==> src/rtl/div_unit_pkg.sv <==
// div_unit_pkg: shared types and constants for the iterative divider.
//   DATA_W        operand width (also the number of RUN iterations)
//   CNT_W         iteration counter width
//   div_state_e   FSM encoding: IDLE=0, ZERO=1, RUN=2, DONE=3
//   ALUCTRL_DIV*  E-stage alucontrol codes used by the glue to form start/signed_div
//   div_result_t  {hi = remainder, lo = quotient}
package div_unit_pkg;

    localparam int unsigned DATA_W = 32;
    localparam int unsigned CNT_W  = $clog2(DATA_W);

    typedef enum logic [1:0] {
        ST_IDLE = 2'd0,
        ST_ZERO = 2'd1,
        ST_RUN  = 2'd2,
        ST_DONE = 2'd3
    } div_state_e;

    localparam logic [3:0] ALUCTRL_DIV  = 4'b1100;
    localparam logic [3:0] ALUCTRL_DIVU = 4'b1101;

    typedef struct packed {
        logic [DATA_W-1:0] hi;
        logic [DATA_W-1:0] lo;
    } div_result_t;

    // Two's-complement negate when neg is set.
    function automatic logic [DATA_W-1:0] cond_neg(input logic neg, input logic [DATA_W-1:0] v);
        return neg ? -v : v;
    endfunction

endpackage

==> src/rtl/div_step.sv <==
// div_step: one restoring-division iteration (combinational).
//   i_rem, i_quo  current partial remainder / shifting dividend-quotient register
//   i_div         divisor magnitude
//   o_rem, o_quo  values after shifting in one dividend bit and one quotient bit
module div_step
    import div_unit_pkg::*;
(
    input  logic [DATA_W-1:0] i_rem,
    input  logic [DATA_W-1:0] i_quo,
    input  logic [DATA_W-1:0] i_div,
    output logic [DATA_W-1:0] o_rem,
    output logic [DATA_W-1:0] o_quo
);

    logic [DATA_W:0] w_part;
    logic [DATA_W:0] w_diff;

    // Shifted remainder can reach 2*div-1, so the trial needs one extra bit.
    assign w_part = {i_rem, i_quo[DATA_W-1]};
    assign w_diff = w_part - {1'b0, i_div};

    // Sign bit of the trial result decides restore vs. keep.
    assign o_rem = w_diff[DATA_W] ? w_part[DATA_W-1:0] : w_diff[DATA_W-1:0];
    assign o_quo = {i_quo[DATA_W-2:0], ~w_diff[DATA_W]};

endmodule

==> src/rtl/div_unit.sv <==
// div_unit: iterative DIV/DIVU unit for the execute stage.
//   clk         clock, rising edge
//   rst         asynchronous active-low reset
//   start       E stage holds a DIV/DIVU with ready operands (level)
//   signed_div  1 = DIV, 0 = DIVU
//   annul       E-stage flush; cancels any operation
//   a, b        dividend / divisor
//   busy        stall request (combinational)
//   done        one-cycle result-valid pulse (registered)
//   result      {hi = remainder, lo = quotient}, registered and held
module div_unit
    import div_unit_pkg::*;
(
    input  logic                  clk,
    input  logic                  rst,
    input  logic                  start,
    input  logic                  signed_div,
    input  logic                  annul,
    input  logic [DATA_W-1:0]     a,
    input  logic [DATA_W-1:0]     b,
    output logic                  busy,
    output logic                  done,
    output logic [2*DATA_W-1:0]   result
);

    div_state_e        r_state;
    logic [CNT_W-1:0]  r_cnt;
    logic [DATA_W-1:0] r_rem;
    logic [DATA_W-1:0] r_quo;
    logic [DATA_W-1:0] r_div;
    logic              r_sign_q;
    logic              r_sign_r;
    logic              r_done;
    div_result_t       r_result;

    logic              w_accept;
    logic              w_last;
    logic [DATA_W-1:0] w_a_mag;
    logic [DATA_W-1:0] w_b_mag;
    logic [DATA_W-1:0] w_rem_nxt;
    logic [DATA_W-1:0] w_quo_nxt;

    assign w_accept = start & ~annul & ((r_state == ST_IDLE) | (r_state == ST_DONE));
    assign w_last   = (r_cnt == CNT_W'(DATA_W - 1));
    assign w_a_mag  = cond_neg(signed_div & a[DATA_W-1], a);
    assign w_b_mag  = cond_neg(signed_div & b[DATA_W-1], b);

    // Stall is withdrawn the moment the stage is flushed.
    assign busy   = w_accept | (~annul & ((r_state == ST_ZERO) | (r_state == ST_RUN)));
    assign done   = r_done;
    assign result = r_result;

    div_step u_step (
        .i_rem (r_rem),
        .i_quo (r_quo),
        .i_div (r_div),
        .o_rem (w_rem_nxt),
        .o_quo (w_quo_nxt)
    );

    // FSM, datapath registers and result/done outputs.
    always_ff @(posedge clk or negedge rst) begin
        if (!rst) begin
            r_state  <= ST_IDLE;
            r_cnt    <= '0;
            r_rem    <= '0;
            r_quo    <= '0;
            r_div    <= '0;
            r_sign_q <= 1'b0;
            r_sign_r <= 1'b0;
            r_done   <= 1'b0;
            r_result <= '0;
        end else begin
            r_done <= 1'b0;
            if (annul) begin
                r_state <= ST_IDLE;
            end else begin
                case (r_state)
                    ST_IDLE, ST_DONE: begin
                        if (start) begin
                            r_sign_q <= signed_div & (a[DATA_W-1] ^ b[DATA_W-1]);
                            r_sign_r <= signed_div & a[DATA_W-1];
                            r_quo    <= w_a_mag;
                            r_div    <= w_b_mag;
                            r_rem    <= '0;
                            r_cnt    <= '0;
                            r_state  <= (b == '0) ? ST_ZERO : ST_RUN;
                        end else begin
                            r_state <= ST_IDLE;
                        end
                    end
                    ST_ZERO: begin
                        // r_quo still holds |a|; re-applying the sign recovers raw a.
                        r_result <= '{hi: cond_neg(r_sign_r, r_quo), lo: '1};
                        r_done   <= 1'b1;
                        r_state  <= ST_DONE;
                    end
                    ST_RUN: begin
                        r_rem <= w_rem_nxt;
                        r_quo <= w_quo_nxt;
                        r_cnt <= r_cnt + CNT_W'(1);
                        if (w_last) begin
                            r_result <= '{hi: cond_neg(r_sign_r, w_rem_nxt),
                                          lo: cond_neg(r_sign_q, w_quo_nxt)};
                            r_done   <= 1'b1;
                            r_state  <= ST_DONE;
                        end
                    end
                    default: r_state <= ST_IDLE;
                endcase
            end
        end
    end

endmodule

==> config.mk <==
export PLATFORM = sky130hd
export DESIGN_NAME = div_unit
export DESIGN_NICKNAME = d
export VERILOG_FILES = /design/src/rtl/div_unit_pkg.sv /design/src/rtl/div_step.sv /design/src/rtl/div_unit.sv
export SDC_FILE = /design/constraint.sdc
export NUM_CORES = 1
export LEC_CHECK = 0
export BUFFER_PORTS_ARGS = -buffer_cell sky130_fd_sc_hd__clkbuf_2
export CORE_MARGIN = 4
export CORE_UTILIZATION = 62
export CTS_BUF_LIST = sky130_fd_sc_hd__clkbuf_2
export DETAILED_ROUTE_END_ITERATION = 10
export PLACE_DENSITY_LB_ADDON = 0.15
export SYNTH_ARGS = -nofsm -noshare
export SYNTH_HDL_FRONTEND = slang
export SYNTH_SLANG_ARGS = --single-unit
==> constraint.sdc <==
create_clock -name clk -period 6.1 [get_ports clk]
set_clock_uncertainty 0.2 [all_clocks]
set_input_delay 0.305 -clock clk [delete_from_list [all_inputs] [get_ports clk]]
set_output_delay 0.305 -clock clk [all_outputs]
set_load 0.03 [all_outputs]
## Word level (Yosys, flattened, before mapping)

Cells that the tools add are included.

| cells by class | value |
|---|---|
| equality and inequality tests | 7 |
| muxes and demuxes | 22 |
| reduce and logical (&&, ||, !) cells | 8 |
| $add $sub $neg | 7 |
| bitwise operators | 12 |

Operators with widths:

| kind | number |
|---|---|
| $mux 32 | 8 |
| $neg 32->32 | 5 |
| $pmux 32 s2 | 2 |
| $pmux 64 s2 | 1 |
| $mux 64 | 1 |
| $sub 33x32->33 | 1 |
| $logic_not 32->1 | 1 |
| $pmux 5 s2 | 1 |
| $reduce_and 3->1 | 3 |
| $mux 2 | 4 |
| $and 1x1->1 | 6 |
| $pmux 2 s3 | 1 |
| $add 5x1->5 const B | 1 |
| $eq 5x5->1 const B | 1 |
| $mux 5 | 1 |
| $eq 2x2->1 const B | 2 |
| $ne 2x2->1 const B | 2 |
| $reduce_bool 2->1 | 2 |
| $ne 3x3->1 const B | 1 |
| $or 1x1->1 | 3 |
| $eq 2x1->1 const B | 1 |
| $logic_not 2->1 | 1 |
| $mux 1 | 2 |
| $not 1->1 | 2 |
| 3 further kinds | 3 |

| word-level totals | value |
|---|---|
| bits in registers | 170 |
| output and inout port bits | 66 |
| bits of input ports | 69 |

## Logic depth before layout (Yosys ltp)

| logic depth | value |
|---|---|
| word-level depth | 6 |
| depth in mapped cells | 23 |
| gate-level depth less buffers | 21 |

## Hierarchy

From an unflattened synthesis, not the netlist that was laid out.

| unflattened totals | value |
|---|---|
| cells, all modules | 1477 |
| area, all modules | 12609.6 sq um |

By module, submodules not included:

| module | times used | cells each | seq. area each (sq um) | area each (sq um) |
|---|---|---|---|---|
| div_unit | 1 | 1139 | 4254.1 | 10127.2 |
| div_step | 1 | 338 | 0.0 | 2482.4 |

## Least setup slack after synthesis

OpenSTA, ideal clock, no wires.

| path | value |
|---|---|
| path type | flip-flop to flip-flop |
| start point | register r_quo[31] |
| end point | register r_result (netlist bit result[62]) |
| path buffers | 2 |
| data arrival time | 4961 ps |
| cell stages (with the launch flop) | 21 |
| setup slack | 857 ps |
| cells stage by stage | dfrtp_1 > inv_1 > ha_1 > inv_1 > fa_1 > a211oi_1 > o31a_1 > a2111o_1 > a2111oi_4 > o21a_1 > nor2_8 > inv_4 > clkbuf_1 > buf_2 > nor2_1 > a21oi_1 > ha_1 > a21boi_1 > or4b_1 > or4b_1 > a31oi_1 |

| between the ends | value |
|---|---|
| cells in the longest elaborated chain, start to end | 6 |

RTL lines:

| element | RTL line | text |
|---|---|---|
| start: declaration | div_unit.sv:29 | `logic [DATA_W-1:0] r_quo;` |
| start signal: assignment | div_unit.sv:83 | `r_quo <= w_a_mag;` |
| start signal: assignment | div_unit.sv:100 | `r_quo <= w_quo_nxt;` |
| $sub 33x32->33 | div_step.sv:20 | `assign w_diff = w_part - {1'b0, i_div};` |
| $mux 32 (*) | div_step.sv:23 | `assign o_rem = w_diff[DATA_W] ? w_part[DATA_W-1:0] : w_diff[DATA_W-1:0];` |
| $neg 32->32 | div_unit_pkg.sv:29 | `return neg ? -v : v;` |
| $mux 32 (*) | div_unit_pkg.sv:29 |  |
| $mux 64 (*) | div_unit.sv:102 | `if (w_last) begin` |
| $pmux 64 s2 (*) | div_unit.sv:78 | `case (r_state)` |
| end signal: assignment | div_unit.sv:94 | `r_result <= '{hi: cond_neg(r_sign_r, r_quo), lo: '1};` |
| end signal: assignment | div_unit.sv:103 | `r_result <= '{hi: cond_neg(r_sign_r, w_rem_nxt),` |
| end: declaration | div_unit.sv:34 | `div_result_t r_result;` |

Every way passes the cells marked *; elsewhere a longest branch is shown, timed or not. The select of a mux whose other input is x is not followed.
A chain may end at the register's enable or synchronous reset.

## Worst setup path after layout

Same ends and word-level chain as after synthesis.

==> summary.txt <==
Run status
  • Outcome: finished clean

Critical path
  • Reg2Reg Launch Point: r_quo[31]
  • Crit path DAT: 6.05 ns
  • CP startpoint kind: flop
  • R2r worst-path depth: 17
  • R2r setup slk: 0.59 ns
  • R2R Path End: result[62]
  • WS Path Type: reg -> reg
  • Crit Path Max Fanout: 18
  • Worst Path Required: 6.63 ns
  • Critical Path End Type: flop

Flow run
  • Max Cap Viol: 0

Yosys
  • Count of cell types in the netlist: between 70 and 80
  • Syn_area_per_cell: 7.73 sq um
  • Part of the Yosys area used for sequential elements: 33.2%
  • Ys flop type: dfrtp_1
  • Ys async rst share: 100%
  • #FFs+latches synth: 170
  • Cell area after synthesis: 12,800 sq um
  • Syn. warnings: 0
  • Post-Syn Instances: 1,660
  • Largest area contributor in the netlist: dfrtp_1
  • Synth top area share: 33.2%
  • Post-synth EDFFs: 0
  • Post-synth net total: about 1,800
  • Main area contributors after synthesis: dfrtp_1 33%, o21ai_0 7.6%, xor2_1 7.5%, a21oi_1 6.8%, nand2_1 6.6%

Clock tree
  • Later-pin clock latency in the skew report: 0.81 ns
  • CTS clk-pin slew, worst paths: 0.29 ns
  • H-tree depth: 4
  • CTS buffer count: 17
  • CTS max path bufs: 2
  • Clock sink count: 170
  • Post-CTS sizing: 0
  • Post-CTS setup buffer count: 0
  • CTS tree: done
  • Clock Tree Root: clkbuf_2

Global route
  • Total GRT Usage: a little over a third
  • Vias in the first global route: between 10,000 and 15,000
  • Global route overflow: 0
  • Largest net degree at the start of global routing: 71
  • Initial antenna violation count: 1
  • Global-route wire length before repair: 66.7 mm

Pwr
  • Logic pwr share: 70.1%
  • Clock power frac: 6.4%
  • Pint: 4.17 mW
  • NetSw: 5.49 mW
  • Sw Share: between 50 and 60%
  • Static leakage: 6.34 nW
  • Max IR drop VDD: 0.332 mV
  • Seq pwr share: 23.4%
  • P per Cell Area: 647 nW/um^2
  • Total chip power: approximately 9.7 mW

Route
  • Via count: 13,270
  • Avg WL per Cell: 19.6 um
  • Drt initial violations: ~1,500
  • Pre-Repair DR Iteration Count: 6
  • Aggregate routed wire length: 41.5 mm
  • DR vias/cell: 6.26
  • Final antenna-violating net count: 0
  • DRC Markers: 0

STA
  • Final Hold Fails: 0
  • RSZ-0062 raised after global routing: false
  • Fin crit share: 90.3%
  • Worst-Margin Slew: roughly 1.0 ns
  • F_max: about 0.18 GHz
  • Final-report max-slew violation count: 0
  • Setup violators final: 0
  • Fin crit period: 5.51 ns
  • Setup TNS: 0 ns
  • Slew margin rel.: 30.2%
  • Final Hold Slack: between 0.15 and 0.2 ns

Layout
  • Fill cell count: 1,609
  • Commonest non-fill, non-tap cell in the layout: nand2_1
  • Layout Cells excl Fill: 2,119
  • Fin nets: 1,946
  • Final instance area: between 10,000 and 15,000 sq um
  • Layout cells sized above 1: 10.7%
  • Commonest cells after routing, fill and taps aside: 224 x nand2_1, 195 x o21ai_0, 176 x nor2_1
  • Area growth syn-to-layout: 16.3%

Placement
  • # placed instances: 1,974
  • Detail Placement HPWL: 29.1 mm
  • Area post-placement: 13,600 sq um
  • Final GP Congestion: 0.995
  • # port buffers: 134

Floorplanning
  • Core Area: 20,300 sq um
  • Die area: 23,100 sq um
  • Die height: 152 um
  • Initial Util: a little over three fifths
  • Row cnt: 52
  • Die X: roughly 150 um
  • IO Count: around 140

Worst hold path
  • Hold Crit Class: in -> reg
  • Hold Path Sink: done
  • Worst Hold Depth: 3
  • Hold Startpoint: annul
==> metrics by stage <==
stage,utilization [%],setup WS (ns)
after floorplan,-,0.857
after global placement,66.8,0.957
after detailed placement,66.8,0.724
after CTS,73.5,0.685
after global routing,73.5,0.272
final,73.5,0.590
==> cells by family (layout without fill, tap and decap cells) <==
group,after synthesis,after routing,share of synthesized area (%)
AND/OR/NAND/NOR,587,587,21.0
AO/OA/AOI/OAI,506,506,23.0
buffers and inverters,158,346,4.74
multiplexers,33,33,2.68
flip-flops,170,170,33.2
other,0,1,0
adder cells (fa/ha/maj),42,42,4.16
XOR/XNOR,164,164,11.2
==> cell usage after synthesis, types with 24 or more instances <==
cell type and n:
o21ai_0 195, dfrtp_1 170, mux2i_1 31, nand2_1 224
nor3_1 38, or3_1 24, inv_1 55, ha_1 41
nor2_1 177, clkbuf_1 89, a21oi_1 174, xnor2_1 54
xor2_1 110
==> layer usage <==
metal	track usage, %	wire, um	vias to the layer above	part of all wire [%]
li1	-	-	6178	-
met1	52.1	17800	6231	43
met2	54.4	18500	761	45
met3	5.83	4050	100	9.8
met4	9.67	1120	0	2.7
met5	0	0	-	0
==> layout make-up <==
cell class	count	area, sq um	area share, %
clock buffer	18	90.1	0.604
tap	270	338	2.26
clock inverter	14	134	0.897
multi-input combinational	1332	7990	53.6
timing repair buffer	258	1900	12.7
antenna	1	2.50	0.0168
sequential	170	4250	28.5
inverter	56	213	1.43
==> state kept, by name, summed over array words and instances (netlist names) <==
register / cells
r_div: 32
r_sign_q: 1
done: 1
result: 64
r_state: 2
r_rem: 32
r_cnt: 5
r_quo: 32
r_sign_r: 1
==> power by group through the flow <==
| stage | sequential, mW | combinational, mW | clock, mW |
|---|---|---|---|
| final | 2.26 | 6.77 | 0.619 |
| after CTS | 2.23 | 6.63 | 0.623 |
| after global placement | 2.23 | 6.45 | 0 |
| after detailed placement | 2.25 | 6.52 | 0 |
| after floorplan | 2.31 | 4.68 | 0 |
| after global routing | 2.31 | 7.39 | 0.675 |
==> repair_timing <==
item	4_1_cts	5_1_grt
hold endpoints to repair	281	0
setup endpoints to repair	0	0
hold buffers	112	0
==> worst max path at each step <==
stage | depth (start not counted) | to | from
2_1_floorplan | 20 | result[62] | r_quo[31]
3_3_place_gp | 17 | result[62] | r_quo[31]
3_5_place_dp | 17 | result[62] | r_quo[31]
4_1_cts | 17 | result[62] | r_quo[31]
5_1_grt | 17 | result[62] | r_quo[31]
6_report | 17 | result[62] | r_quo[31]
==> critical path, stage by stage (launching register included) <==
cell and delay (ns):
dfrtp_1 0.47, inv_1 0.08, ha_1 0.22, inv_1 0.07, fa_1 0.24, a211oi_1 0.13
o31a_1 0.34, a2111o_1 0.54, a2111oi_4 0.42, o21a_1 0.34, nor2_8 0.06, inv_4 0.20
mux2i_1 0.32, ha_1 0.33, a21boi_1 0.37, or4b_1 0.52, or4b_1 0.49, a31oi_1 0.14
Note: power is estimated with default switching activity, not from simulation.
